$ cat src/rtl/mem_arbiter_pkg.sv
`default_nettype none
// +---------------------------------------------------------------+
// | mem_arbiter_pkg : shared types for the fetch/data arbiter     |
// | Rev 1.0                                                       |
// +---------------------------------------------------------------+
package mem_arbiter_pkg;

  typedef enum logic [1:0] {
    IDLE  = 2'd0,
    IBUSY = 2'd1,
    DBUSY = 2'd2,
    RESP  = 2'd3
  } arb_state_t;

  typedef enum logic {
    GRANT_I = 1'b0,
    GRANT_D = 1'b1
  } grant_t;

endpackage
`default_nettype wire

$ cat src/rtl/mem_arbiter.sv
`default_nettype none
// +---------------------------------------------------------------+
// | mem_arbiter : round-robin fetch/data arbiter onto one memory  |
// | Rev 1.0                                                       |
// +---------------------------------------------------------------+
module mem_arbiter
  import mem_arbiter_pkg::*;
#(
  parameter int XLEN = 32
) (
  input  logic            clk,
  input  logic            reset,
  input  logic            i_req,
  input  logic [XLEN-1:0] i_addr,
  output logic [XLEN-1:0] i_rdata,
  output logic            i_done,
  input  logic            d_req,
  input  logic            d_we,
  input  logic [3:0]      d_wsel,
  input  logic [XLEN-1:0] d_addr,
  input  logic [XLEN-1:0] d_wdata,
  output logic [XLEN-1:0] d_rdata,
  output logic            d_done,
  output logic            m_req,
  output logic            m_we,
  output logic [3:0]      m_wsel,
  output logic [XLEN-1:0] m_addr,
  output logic [XLEN-1:0] m_wdata,
  input  logic [XLEN-1:0] m_rdata,
  input  logic            m_ack
);

  arb_state_t      r_state;
  arb_state_t      w_next_state;
  grant_t          w_grant;
  grant_t          r_grant;
  grant_t          r_last_grant;
  logic            r_we;
  logic [3:0]      r_wsel;
  logic [XLEN-1:0] r_addr;
  logic [XLEN-1:0] r_wdata;
  logic [XLEN-1:0] r_i_rdata;
  logic [XLEN-1:0] r_d_rdata;
  logic            w_busy;

  always_ff @(posedge clk) begin
    if (reset) begin
      r_state <= IDLE;
    end else begin
      r_state <= w_next_state;
    end
  end

  // On a conflict the requester that did not win last time gets the memory.
  always_comb begin
    w_grant      = GRANT_I;
    w_next_state = r_state;
    if (d_req && (!i_req || r_last_grant == GRANT_I)) begin
      w_grant = GRANT_D;
    end
    case (r_state)
      IDLE: begin
        if (i_req || d_req) begin
          w_next_state = (w_grant == GRANT_D) ? DBUSY : IBUSY;
        end
      end
      IBUSY, DBUSY: begin
        if (m_ack) begin
          w_next_state = RESP;
        end
      end
      RESP:    w_next_state = IDLE;
      default: w_next_state = IDLE;
    endcase
  end

  always_ff @(posedge clk) begin
    if (reset) begin
      r_grant      <= GRANT_I;
      r_last_grant <= GRANT_I;
      r_we         <= 1'b0;
      r_wsel       <= 4'b0000;
      r_addr       <= '0;
      r_wdata      <= '0;
      r_i_rdata    <= '0;
      r_d_rdata    <= '0;
    end else begin
      if (r_state == IDLE && (i_req || d_req)) begin
        r_grant <= w_grant;
        if (w_grant == GRANT_D) begin
          r_we    <= d_we;
          r_wsel  <= d_wsel;
          r_addr  <= d_addr;
          r_wdata <= d_wdata;
        end else begin
          r_we    <= 1'b0;
          r_wsel  <= 4'b0000;
          r_addr  <= i_addr;
          r_wdata <= '0;
        end
      end
      if (w_busy && m_ack) begin
        r_last_grant <= r_grant;
        if (r_grant == GRANT_D) begin
          r_d_rdata <= m_rdata;
        end else begin
          r_i_rdata <= m_rdata;
        end
      end
    end
  end

  always_comb begin
    w_busy  = (r_state == IBUSY) || (r_state == DBUSY);
    m_req   = w_busy;
    m_we    = w_busy && r_we;
    m_wsel  = w_busy ? r_wsel : 4'b0000;
    m_addr  = r_addr;
    m_wdata = r_wdata;
    i_done  = (r_state == RESP) && (r_grant == GRANT_I);
    d_done  = (r_state == RESP) && (r_grant == GRANT_D);
  end

  assign i_rdata = r_i_rdata;
  assign d_rdata = r_d_rdata;

endmodule
`default_nettype wire

$ cat config.mk
export PLATFORM = sky130hd
export DESIGN_NAME = mem_arbiter
export DESIGN_NICKNAME = d
export VERILOG_FILES = /design/src/rtl/mem_arbiter_pkg.sv /design/src/rtl/mem_arbiter.sv
export SDC_FILE = /design/constraint.sdc
export NUM_CORES = 1
export LEC_CHECK = 0
export BUFFER_PORTS_ARGS = -buffer_cell sky130_fd_sc_hd__buf_2
export CAP_MARGIN = 20
export CELL_PAD_IN_SITES_DETAIL_PLACEMENT = 1
export CELL_PAD_IN_SITES_GLOBAL_PLACEMENT = 1
export CORE_MARGIN = 2
export CORE_UTILIZATION = 33
export CTS_CLUSTER_DIAMETER = 100
export DETAILED_ROUTE_END_ITERATION = 10
export PLACE_DENSITY = 0.83
export SKIP_LAST_GASP = 1
export SLEW_MARGIN = 15
export SYNTH_ARGS = -nofsm -noshare
export SYNTH_HDL_FRONTEND = slang
export SYNTH_SLANG_ARGS = --single-unit
$ cat constraint.sdc
create_clock -name clk -period 3.9 [get_ports clk]
set_input_delay 0.975 -clock clk [delete_from_list [all_inputs] [get_ports clk]]
set_output_delay 0.975 -clock clk [all_outputs]
set_load 0.05 [all_outputs]
==> flow_metrics.tcl <==
set metrics [dict create \
    outcome "complete, no violations" \
    min_path_type "flip-flop to flip-flop" \
    synthMuxAreaShare 0.00195 \
    cts.sinks 137 \
    synth_nets 763 \
    async_reset_ff_frac 0 \
    synth_compound_area_frac 0.229 \
    synth_common_cells "162 x nand2_1, 137 x dfxtp_1, 110 x a21oi_1, 61 x nor2_1, 37 x a32oi_1" \
    fin_nets 1009 \
    skew_ns 0.0109 \
    io_buffers 273 \
    min_period_ns 2.80 \
    core-area_um2 15200 \
    place.gp.congestion 0.795 \
    final_cells 1070 \
    ant_nets 0 \
    worstSetupStartpoint "r_state[0]$_SDFFE_PP0P_" \
    syn_to_final_growth_pct 39.8 \
    ys_ff_latch 137 \
    ys_warn_count 0 \
    synth_area_um2 5130 \
    synth_top_area_share 0.535 \
    wl_per_cell_um 16.4 \
    synth_top_flop_cell "dfxtp_1" \
    synth_top_family_by_area "compound AO/OA/AOI/OAI gates" \
    rr_endpoint "m_wdata[10]$_SDFFE_PP0P_" \
    leakage_uw 0.00333 \
    cts_root_buf "clkbuf_16" \
    synth_simple_gate_area_frac 0.180 \
    cp_max_fo 14 \
    path_clk_slew_ns 0.06 \
    final_hold_viol_count 0 \
    grt-ovfl-total 0 \
    drt_iter0_markers 261 \
    ir_drop_v 0.000563 \
    routed_wl_um 17600 \
    row_count 45 \
    setup_violations 0 \
    post_cts_buffers 0 \
    setup_tns_ns 0 \
    htree_levels 4 \
    post_cts_resize_count 0 \
    antenna_cells 0 \
    clockBufferDepth 2 \
    drcViolationCount 0 \
    cp.arrival_ns 1.82 \
    max_cap_viol_count 0 \
    dp_hpwl_um 12000 \
    rsz0062_at_grt "no" \
    powerDensity_nw_per_um2 819 \
    synth_fa_ha_area_frac 0.00488 \
    synth.yosys.seq_area_share 0.535 \
    slew_headroom 0.403 \
    die_y_um 129 \
    clock.fmax_mhz 358 \
    rrSetupSlack_ns 1.84 \
    worst_pin_slew_ns 0.892 \
    synth_most_common_cell "nand2_1" \
    crit_type "flip-flop to output port" \
    grt_pass1_vias 5341 \
    grt_pass1_wl_um 27100 \
    antenna_found_initial 0 \
    vias 5352 \
    io_pins 274 \
    layout-drive-gt1-share 0.358 \
    avgViaCountPerCell 5.00 \
    endpoint "m_wsel[0]" \
    cp-end-kind "output port" \
    numCtsBuffers 17 \
    synth_edf_count 0 \
    die_w_um 129 \
    dr.pass1.iters 4 \
    synth_cells 623 \
    grtUsageTotal 0.208 \
    clk-insertion-delay-late_ns 0.41 \
    critPathRequiredTime_ns 2.92 \
    grt_max_degree 72 \
    rr_startpoint "r_state[0]$_SDFFE_PP0P_" \
    startpoint_type "flip-flop" \
    hold_buffers 0 \
    ys_top_cells_by_area "dfxtp_1 53%, nand2_1 12%, a21oi_1 11%" \
    finalMaxSlewViolations 0 \
    initial_core_util 0.337 \
    ys_types 30 \
    post-place-cells 1038 \
    dieArea_um2 16600 \
    fin_crit_sh 0.717 \
    cts_tree "built" \
    postSynthAreaPerCell_um2 8.23 \
    ff2ff_path_depth 7 \
    yosysTopAreaCell "dfxtp_1" \
    synth_xor_xnor_area_share 0 \
]
stage by stage:
stage	util	total power (uW)	hold slack (ns)	setup WS (ns)	cell area, um2
CTS	0.471	5930	0.453	1.06	7170
global route	0.471	6180	0.468	0.982	7170
detailed placement	0.434	4340	0.445	1.37	6590
global placement	0.434	4300	0.440	1.42	6590
floorplan	-	3700	0.446	1.24	5130
finish	0.471	5870	0.451	1.10	7170
routing by layer:
metal / track usage / vias to the layer above / part of all wire
li1: - / 2616 / -
met1: 0.247 / 2541 / 0.42
met2: 0.359 / 175 / 0.49
met3: 0.0657 / 20 / 0.070
met4: 0.0671 / 0 / 0.014
met5: 0 / - / 0
report_power, final:
group          switching (uW)  internal [uW]  total [uW]
Combinational            1870            589        2460
Clock                     609            958        1570
Sequential                150           1690        1840
Total                    2630           3240        5870
registers in the layout (all words and copies together) (netlist names):
name and flops:
r_grant 1, r_wsel 4, i_rdata 32, r_last_grant 1, d_rdata 32, m_addr 32
r_we 1, m_wdata 32, r_state 2
kinds of logic after synthesis:
| kind of cell | after synthesis |
|---|---|
| and+or+nand+nor | 236 |
| AOI/OAI and AO/OA | 188 |
| DFF | 137 |
| buffers and inverters | 59 |
| adders and majority gates | 2 |
| muxes | 1 |
critical path: stages, from the launching register on:
cell	delay, ns
dfxtp_1	0.37
inv_1	0.06
ha_1	0.53
and2_1	0.19
buf_2	0.26
how the worst min path moves through the flow:
stage | start | cells after the start | slack (ns) | endpoint
global route | d_rdata[13]$_SDFFE_PP0P_ | 2 | 0.47 | d_rdata[13]$_SDFFE_PP0P_
finish | i_rdata[7]$_SDFFE_PP0P_ | 2 | 0.45 | i_rdata[7]$_SDFFE_PP0P_
CTS | d_rdata[13]$_SDFFE_PP0P_ | 2 | 0.45 | d_rdata[13]$_SDFFE_PP0P_
detailed placement | d_rdata[13]$_SDFFE_PP0P_ | 2 | 0.45 | d_rdata[13]$_SDFFE_PP0P_
floorplan | r_we$_SDFFE_PP0P_ | 2 | 0.45 | r_we$_SDFFE_PP0P_
global placement | d_rdata[7]$_SDFFE_PP0P_ | 2 | 0.44 | d_rdata[7]$_SDFFE_PP0P_
final cells by class:
cell class / instances / area [um2]
Multi-Input combinational cell: 427 / 2140
Fill cell: 1963 / 8040
Timing Repair Buffer: 283 / 1470
Clock buffer: 21 / 450
Tap cell: 188 / 235
Clock inverter: 11 / 123
Sequential cell: 137 / 2740
Inverter: 3 / 11.3
placed cells by master, fill, tap and decap left out, types with 2 or more instances in the layout:
cell type,instances
bufinv_16,2
a32oi_1,37
buf_4,9
and2_1,6
a211oi_1,20
nor2b_1,2
a21oi_1,110
clkinv_4,3
clkinv_2,4
nor2_1,61
clkbuf_16,17
inv_1,3
nand2_1,162
o21ai_0,12
buf_2,272
clkbuf_1,3
a21boi_0,2
dfxtp_1,137
ha_1,2
buf_12,2
Note: power is estimated with default switching activity, not from simulation.
